## src/rtl/counter_strobe_bank.sv

```systemverilog
// Bank of independent tick counters. Each channel emits a one-cycle strobe
// after a programmable number of enabled ticks, in periodic or one-shot mode.
module counter_strobe_bank #(
  parameter int unsigned WIDTH    = 16,
  parameter int unsigned CHANNELS = 4
) (
  input  logic                        clk,
  input  logic                        rst_n,
  input  logic [CHANNELS-1:0]         enable,
  input  logic [CHANNELS-1:0]         load,
  input  logic [CHANNELS-1:0]         stop,
  input  logic [CHANNELS-1:0]         mode,
  input  logic [CHANNELS*WIDTH-1:0]   period,
  output logic [CHANNELS-1:0]         strobe,
  output logic [CHANNELS-1:0]         active,
  output logic [CHANNELS*WIDTH-1:0]   count,
  output logic [CHANNELS-1:0]         load_err,
  output logic                        strobe_any
);

  typedef enum logic [1:0] {
    IDLE = 2'd0,
    RUN  = 2'd1,
    DONE = 2'd2
  } state_t;

  logic [CHANNELS-1:0]       strobe_q;
  logic [CHANNELS-1:0]       active_q;
  logic [CHANNELS-1:0]       load_err_q;
  logic [CHANNELS*WIDTH-1:0] count_all;

  for (genvar i = 0; i < CHANNELS; i++) begin : g_ch
    state_t             state_q, state_n;
    logic [WIDTH-1:0]   period_q, period_n;
    logic [WIDTH-1:0]   count_q, count_n;
    logic               mode_q, mode_n;
    logic               strobe_n, err_n;
    logic [WIDTH-1:0]   period_in;

    assign period_in = period[i*WIDTH +: WIDTH];

    // Next-state: stop beats load beats enable.
    always_comb begin
      state_n  = state_q;
      period_n = period_q;
      count_n  = count_q;
      mode_n   = mode_q;
      strobe_n = 1'b0;
      err_n    = 1'b0;
      if (stop[i]) begin
        state_n = IDLE;
        count_n = '0;
      end else if (load[i]) begin
        count_n = '0;
        if (period_in != '0) begin
          period_n = period_in;
          mode_n   = mode[i];
          state_n  = RUN;
        end else begin
          state_n = IDLE;
          err_n   = 1'b1;
        end
      end else if (state_q == RUN && enable[i]) begin
        if (count_q == period_q - WIDTH'(1)) begin
          strobe_n = 1'b1;
          count_n  = '0;
          if (mode_q) state_n = DONE;
        end else begin
          count_n = count_q + WIDTH'(1);
        end
      end
    end

    always_ff @(posedge clk or negedge rst_n) begin
      if (!rst_n) begin
        state_q       <= IDLE;
        period_q      <= '0;
        count_q       <= '0;
        mode_q        <= 1'b0;
        strobe_q[i]   <= 1'b0;
        active_q[i]   <= 1'b0;
        load_err_q[i] <= 1'b0;
      end else begin
        state_q       <= state_n;
        period_q      <= period_n;
        count_q       <= count_n;
        mode_q        <= mode_n;
        strobe_q[i]   <= strobe_n;
        active_q[i]   <= (state_n == RUN);
        load_err_q[i] <= err_n;
      end
    end

    assign count_all[i*WIDTH +: WIDTH] = count_q;
  end

  assign strobe     = strobe_q;
  assign active     = active_q;
  assign load_err   = load_err_q;
  assign count      = count_all;
  assign strobe_any = |strobe_q;

endmodule

```

## config.mk

```make
export PLATFORM = sky130hd
export DESIGN_NAME = counter_strobe_bank
export DESIGN_NICKNAME = d
export VERILOG_FILES = /design/src/rtl/counter_strobe_bank.sv
export SDC_FILE = /design/constraint.sdc
export NUM_CORES = 1
export LEC_CHECK = 0
export CAP_MARGIN = 20
export CORE_MARGIN = 2
export CORE_UTILIZATION = 50
export DETAILED_ROUTE_END_ITERATION = 7
export GPL_TIMING_DRIVEN = 0
export PLACE_DENSITY_LB_ADDON = 0.12
export RECOVER_POWER = 25
export REMOVE_ABC_BUFFERS = 1
export SYNTH_ARGS = -nofsm -noshare
export SYNTH_HDL_FRONTEND = slang
export SYNTH_SLANG_ARGS = --single-unit
```

## constraint.sdc

```tcl
create_clock -name clk -period 3.4 [get_ports clk]
set_input_delay 0.51 -clock clk [delete_from_list [all_inputs] [get_ports clk]]
set_output_delay 0.51 -clock clk [all_outputs]
set_load 0.01 [all_outputs]
```

==> impl_metrics.toml, run 1 <==
[status]
status = "complete, but fails checks"
violations = "capacitance limit, slew limit"

[floorplanning]
die_h_um = 140
core_area_um2 = 18100
initial_core_util_pct = 51.3
fp-row-count = 49
dieArea_um2 = 19700
ioPinCount = 159
dieWidth_um = 140

[sta]
relSlewSlack_pct = -15.2
finalHoldViolations = 0
final.setup.tns_ps = 0
fin_hold_ws_ps = 493
finClkSkew_ps = 12.0
slew_violations = 70
tightest_slew_ps = 1730
period_share_pct = 93.6
setup-violations-final = 0
fmax_mhz = 314
finalCriticalPeriod_ps = 3180
rsz0062_at_grt = "no"

[cells_and_area]
ff_latch_area_um2 = 3800
drive_above_1_share_pct = 11.5
final_util_pct = 64.5
area_delta_synth_final_pct = 25.8
design_area_um2 = 11700
antenna_cells = 0
nets = 1217
layoutNonFillerInstCount = 1369
fill_cells = 1503
multiInputGateArea_um2 = 5240

[grt]
track_usage_pct = 24.3
grt_remaining_overflow = 0
grt_pass1_wl_mm = 39.0
antenna_found_initial = 0
grt_pass1_vias = 7729
grt_max_degree = 85

[drt]
initialDrtViolationCount = 706
wl_per_cell_um = 17.2
drt_wl_total_mm = 23.6
vias_per_cell = 5.97
num_vias = 8167
route.detailed.drc = 0
firstDrtPassIters = 5
antenna_left = 0

[synth]
netlist_area_um2 = 9280
synth_ff_type = "dfrtp_1"
synth_edf_count = 0
synth_cells = 988
seq_area_frac_synth_pct = 41.0
ys_ff_latch = 152
async_reset_ff_share_pct = 100
ys.warnings.count = 0
yosys.cell_types.count = 72
syn_avg_cell_area_um2 = 9.39

[clock_network]
cts_hold_buffers = 0
htree_levels = 4
clk_pin_slew_ps = 70
cts-root-buf = "clkbuf_16"
clock_latency_ps = 430
cts_max_path_buffers = 2
cts_inserted_buffers = 17
cts.sinks = 152
cts_tree = "built"

[power]
pwr_density_cell_nw_per_um2 = 409
vdd_drop_max_mv = 0.346
p_leak_nw = 4.44

[critical_path]
criticalPathCategory = "register to register"
reg2reg_slack_ps = 220
cp-start-kind = "register"
critPathMaxFanout = 8
end_kind = "register"
arrival_ps = 3500
crit_required_ps = 3710

[place]
hpwl_mm = 16.7
place_congestion = 0.881
post-place-cells = 1332
placed_cell_area_um2 = 11000
portBuffers = 158

[hold_path]
hold_path_class = "register to register"

[flow_run]
drv_cap = 1
==> cell families (layout without fill, tap and decap cells) <==
| group | count (synthesis) | in the layout | synth area share, % |
|---|---|---|---|
| AND/OR/NAND/NOR | 421 | 422 | 24.4 |
| XOR/XNOR | 99 | 99 | 9.35 |
| flip-flops | 152 | 152 | 41.0 |
| AO/OA/AOI/OAI | 169 | 169 | 13.1 |
| buffers and inverters | 73 | 224 | 3.18 |
| adder cells (fa/ha/maj) | 8 | 8 | 1.08 |
| multiplexers | 66 | 66 | 7.89 |
==> Yosys cell counts, types with 3 or more instances <==
cell type	instances	area share (%)
nand2_1	99	4.0
o21a_1	4	0.32
mux2i_1	9	0.97
o22ai_1	5	0.34
or3_1	8	0.54
o311ai_0	10	0.94
or3b_2	3	0.28
or2_2	11	0.74
mux2_2	57	6.9
o21ai_0	37	2.0
nor4b_1	5	0.47
or4_1	7	0.57
nand3b_1	7	0.57
nand3_1	43	2.3
a22o_1	8	0.76
a2111oi_0	5	0.47
nor2b_1	9	0.61
a31o_1	4	0.38
a21oi_1	13	0.70
and3_1	26	1.8
o211ai_1	11	0.89
nand2b_1	3	0.20
nor3_1	24	1.3
nand4b_1	5	0.47
xnor2_1	63	5.9
inv_1	21	0.85
and4_1	3	0.28
a211oi_1	5	0.40
clkbuf_1	37	1.5
ha_1	8	1.1
xor2_1	36	3.4
buf_2	5	0.27
a221o_1	7	0.76
o31ai_1	7	0.57
nor2_1	66	2.7
and2_1	7	0.47
dfrtp_1	152	41
o2111ai_1	3	0.28
nor3b_1	11	0.89
and3b_1	4	0.38
nand4_1	37	2.5
a31oi_1	15	1.0
o311ai_1	9	0.85
nor4_1	34	2.3
buf_1	7	0.28
==> metrics by stage <==
stage          power [W]  setup WS (ps)
6_report         0.00478            217
3_3_place_gp     0.00290          -4530
4_1_cts          0.00481           7.10
2_1_floorplan    0.00261            134
5_1_grt          0.00500           12.5
3_5_place_dp     0.00293           -478
==> power by group <==
part	switching, W	internal, W	total (W)	leakage, nW
combinational	0.000380	0.000411	0.000790	2.21
clock	0.000824	0.00104	0.00186	0.260
sequential	0.000191	0.00193	0.00212	1.97
total	0.00139	0.00338	0.00478	4.44
==> critical path: stages (launching register included) <==
cell	delay, ps
dfrtp_1	420
inv_1	100
ha_1	260
or3b_2	540
nor4_1	270
a31oi_1	70
o41ai_1	430
nand4_1	340
o31ai_4	350
buf_4	220
nor2_1	60
==> layout by cell type (no fill, tap or decap), types with 9 or more instances in the layout <==
cell type	netlist	layout
nand2_1	99	99
o211ai_1	11	11
nor2_1	66	65
clkdlybuf4s50_1	0	157
xor2_1	36	36
o311ai_1	9	9
o21ai_0	37	37
and3_1	26	26
xnor2_1	63	63
mux2_2	57	57
dfrtp_1	152	152
nand3_1	43	43
nor3b_1	11	9
clkbuf_16	0	17
or2_2	11	11
nor4_1	34	33
a21oi_1	13	13
o311ai_0	10	10
nor2b_1	9	9
a31oi_1	15	15
nand4_1	37	37
inv_1	21	21
nor3_1	24	23
mux2i_1	9	9
==> sequential cells by signal, summed over array words and instances, names as in the netlist <==
name           flops
active             4
g_ch.mode_q        4
load_err           4
g_ch.state_q       8
strobe             4
g_ch.count_q      64
g_ch.period_q     64
==> path summary, 6_finish.rpt <==
check | from | end | cells after the start
hold reg to reg | g_ch[1].state_q[1] | g_ch[1].state_q[1] | 1
min in group asynchronous | rst_n | g_ch[1].count_q[2] | 1
max in group asynchronous | rst_n | g_ch[3].period_q[14] | 2
setup reg to reg | g_ch[3].period_q[0] | g_ch[3].count_q[6] | 10
setup / recovery | g_ch[3].period_q[0] | g_ch[3].count_q[6] | 10
hold / removal | g_ch[1].state_q[1] | g_ch[1].state_q[1] | 1
==> routing by layer <==
layer,wire length (um),global-route usage (%)
met3,1290,5.06
met1,10600,32.3
met5,0,0
met2,11400,40.5
met4,252,6.43
==> area by class of cell <==
class                   count  share of cell area, %
inverters                  21                  0.675
clock inverters            14                   1.18
multi-input cells         764                   44.9
repair buffers            171                   14.4
well taps                 229                   2.46
flip-flops and latches    152                   32.6
clock buffers              18                   3.76
==> repair_timing <==
action | 4_1_cts | 5_1_grt
gates cloned | 1 | 0
endpoints found under the hold margin | 0 | 0
endpoints found under the setup margin | 63 | 65
buffers inserted | 3 | 1
resized for setup | 3 | 7
pin swaps | 3 | 1
Power figures use the tool's default switching activity.
==> inputs of run 2 (changes only) <==
- ABC_AREA: not set -> 1
- GPL_TIMING_DRIVEN: 0 -> 1
==> impl_metrics.toml, run 2 <==
[hold_path]
whs_path_depth = 2
hold_path_class = "register to register"

[floorplanning]
fp-row-count = 51
core_area_um2 = 19400
dieWidth_um = 144
die_h_um = 144
dieArea_um2 = 20800
initial_core_util_pct = 50.8
ioPinCount = 159

[synth]
ys.warnings.count = 0
synth_compound_area_share_pct = 8.77
synth_top_family_by_area = "simple AND/OR/NAND/NOR gates"
synth_area_leaders = "dfrtp_1 39%, nand2_1 13%, nor2_1 6.7%"
synth-xor-area-share_pct = 8.49
yosys.area.top_type_share_pct = 38.6
ys_ff_latch = 152
synth_edf_count = 0
syn_avg_cell_area_um2 = 7.71
synthSimpleGateAreaFrac_pct = 31.9
synthAdderAreaFrac_pct = 1.02
seq_area_frac_synth_pct = 38.6
yosysTopAreaCell = "dfrtp_1"
netlist_area_um2 = 9850
yosys.cell_types.count = 46
synth_ff_type = "dfrtp_1"
synth_cells = 1278
synth_most_common_cell = "nand2_1"
async_reset_ff_share_pct = 100
ys_top_cells_by_count = "331 x nand2_1, 177 x nor2_1, 152 x dfrtp_1, 143 x inv_1, 63 x nand3_1"
muxShareOfSynthArea_pct = 3.89

[sta]
final.setup.tns_ps = 0
setup-violations-final = 0
finClkSkew_ps = 12.3
fin_hold_ws_ps = 518
rsz0062_at_grt = "no"
fmax_mhz = 403
period_share_pct = 73.0
finalHoldViolations = 0
tightest_slew_ps = 2050
relSlewSlack_pct = -37.0
finalCriticalPeriod_ps = 2480
slew_violations = 77

[cells_and_area]
area_delta_synth_final_pct = 25.3
mostFrequentLayoutCell = "nand2_1"
drive_above_1_share_pct = 12.2
multiInputGateArea_um2 = 5330
reg_top3 = "g_ch.count_q x64, g_ch.period_q x64, g_ch.state_q x8"
nets = 1533
antenna_cells = 0
final_cell_mix = "331 x nand2_1, 177 x nor2_1, 157 x clkdlybuf4s50_1, 152 x dfrtp_1, 143 x inv_1"
fill_cells = 1743
ff_latch_area_um2 = 3800

[grt]
grt_max_degree = 78
track_usage_pct = 24.2
antenna_found_initial = 0
grt_remaining_overflow = 0
grt_pass1_vias = 8319
grt_pass1_wl_mm = 40.1

[critical_path]
arrival_ps = 2770
path_depth = 13
crit_chain = "inv_1, ha_1, nand2_2, nor2_4, nand2_1, xor2_1, nand2_1, nor2_1, nand3_2, nand2_4, inv_1, nand2_1, o21ai_1"
crit_buf_inv = 2
cp-start-kind = "register"
crit_required_ps = 3680
cp_top_family = "simple AND/OR/NAND/NOR gates"
critPathMaxFanout = 14
crit_top_cell = "nand2_1"
crit_slowest_cell = "dfrtp_1"
r2r_cells = 13
end_kind = "register"
criticalPathCategory = "register to register"
slowest_delay_ps = 390

[power]
combPwrFrac_pct = 16.8
vdd_drop_max_mv = 0.332
p_leak_nw = 5.31
p_int_w = 0.00359
total_power_w = 0.00500
swShare_pct = 28.2
pwr-share-seq_pct = 41.7
pwr_density_cell_nw_per_um2 = 405
power_switching_w = 0.00141
p_clk_share_pct = 41.5

[drt]
initialDrtViolationCount = 489
route.detailed.drc = 0
antenna_left = 0
wl_per_cell_um = 14.1
vias_per_cell = 5.10
num_vias = 8776
drt_wl_total_mm = 24.3
firstDrtPassIters = 6

[clock_network]
cts_tree = "built"
clock_latency_ps = 430
cts_inserted_buffers = 17
htree_levels = 4
cts-root-buf = "clkbuf_16"
cts.sinks = 152
postCtsSetupBuffers = 0
cts_resized = 0
cts_max_path_buffers = 2
clk_pin_slew_ps = 60
cts_hold_buffers = 0

[status]
violations = "capacitance limit, slew limit"
status = "complete, but fails checks"

[place]
place_congestion = 0.900
hpwl_mm = 18.5
portBuffers = 158

[flow_run]
drv_cap = 1
[run 2: changes by cell type after synthesis, sizes merged, moves of 27 or more]
cell   before  now
a21oi      13   40
nand3      43   71
nor2       66  202
inv        21  150
xor2       36   63
xnor2      63   29
nand2     100  343
[run 2: power groups by stage]
stage	clock network, W	logic [W]	registers [W]
2_1_floorplan	0	0.000541	0.00208
4_1_cts	0.00211	0.000846	0.00208
6_report	0.00207	0.000841	0.00208
3_5_place_dp	0	0.000839	0.00212
3_3_place_gp	0	0.000822	0.00211
5_1_grt	0.00219	0.000952	0.00210
[run 2: worst paths after layout]
| kind | startpoint | end | slack [ps] |
|---|---|---|---|
| setup / recovery | g_ch[1].period_q[0] | g_ch[1].count_q[1] | 920 |
| hold / removal | g_ch[0].mode_q | g_ch[0].mode_q | 520 |
| setup reg to reg | g_ch[1].period_q[0] | g_ch[1].count_q[1] | 920 |
| hold reg to reg | g_ch[0].mode_q | g_ch[0].mode_q | 520 |
| max in group asynchronous | rst_n | g_ch[1].count_q[10] | 1460 |
| min in group asynchronous | rst_n | g_ch[2].count_q[4] | 670 |
[run 2: through the flow]
stage / util [%] / setup WS, ps / instance area [um2] / std cells
after floorplan: - / 1370 / 9690 / 1255
after global placement: 60.3 / 916 / 11700 / 1689
after detailed placement: 60.3 / 881 / 11700 / 1689
after CTS: 63.6 / 941 / 12300 / 1721
after global routing: 63.6 / 717 / 12300 / 1721
final: 63.6 / 917 / 12300 / 1721
[run 2: logic make-up (layout without fill, tap and decap cells)]
group | after synthesis | in the layout
and+or+nand+nor | 696 | 696
muxes | 33 | 33
xor gates and xnor gates | 93 | 93
buffers and inverters | 173 | 351
DFF | 152 | 152
AOI/OAI and AO/OA | 123 | 123
adders and majority gates | 8 | 8
[run 2: cell type report]
class                           count  share of cell area (%)
Tap cell                          265                    2.69
Clock inverter                     13                    1.54
Inverter                          150                    4.56
Clock buffer                       19                    3.67
Sequential cell                   152                    30.8
Multi-Input combinational cell    953                    43.2
Timing Repair Buffer              169                    13.5
[run 2: layer usage]
| layer | up-vias | track usage, % | routed length [um] |
|---|---|---|---|
| met3 | 28 | 4.47 | 1130 |
| met5 | - | 0 | 0 |
| met2 | 221 | 39.3 | 11500 |
| li1 | 4447 | - | - |
| met4 | 0 | 6.54 | 342 |
| met1 | 4080 | 33.3 | 11400 |
[run 2: worst min-delay path, cell delays in order (launching register included)]
cell and delay, ps:
dfrtp_1 320, inv_1 50, a21oi_1 110
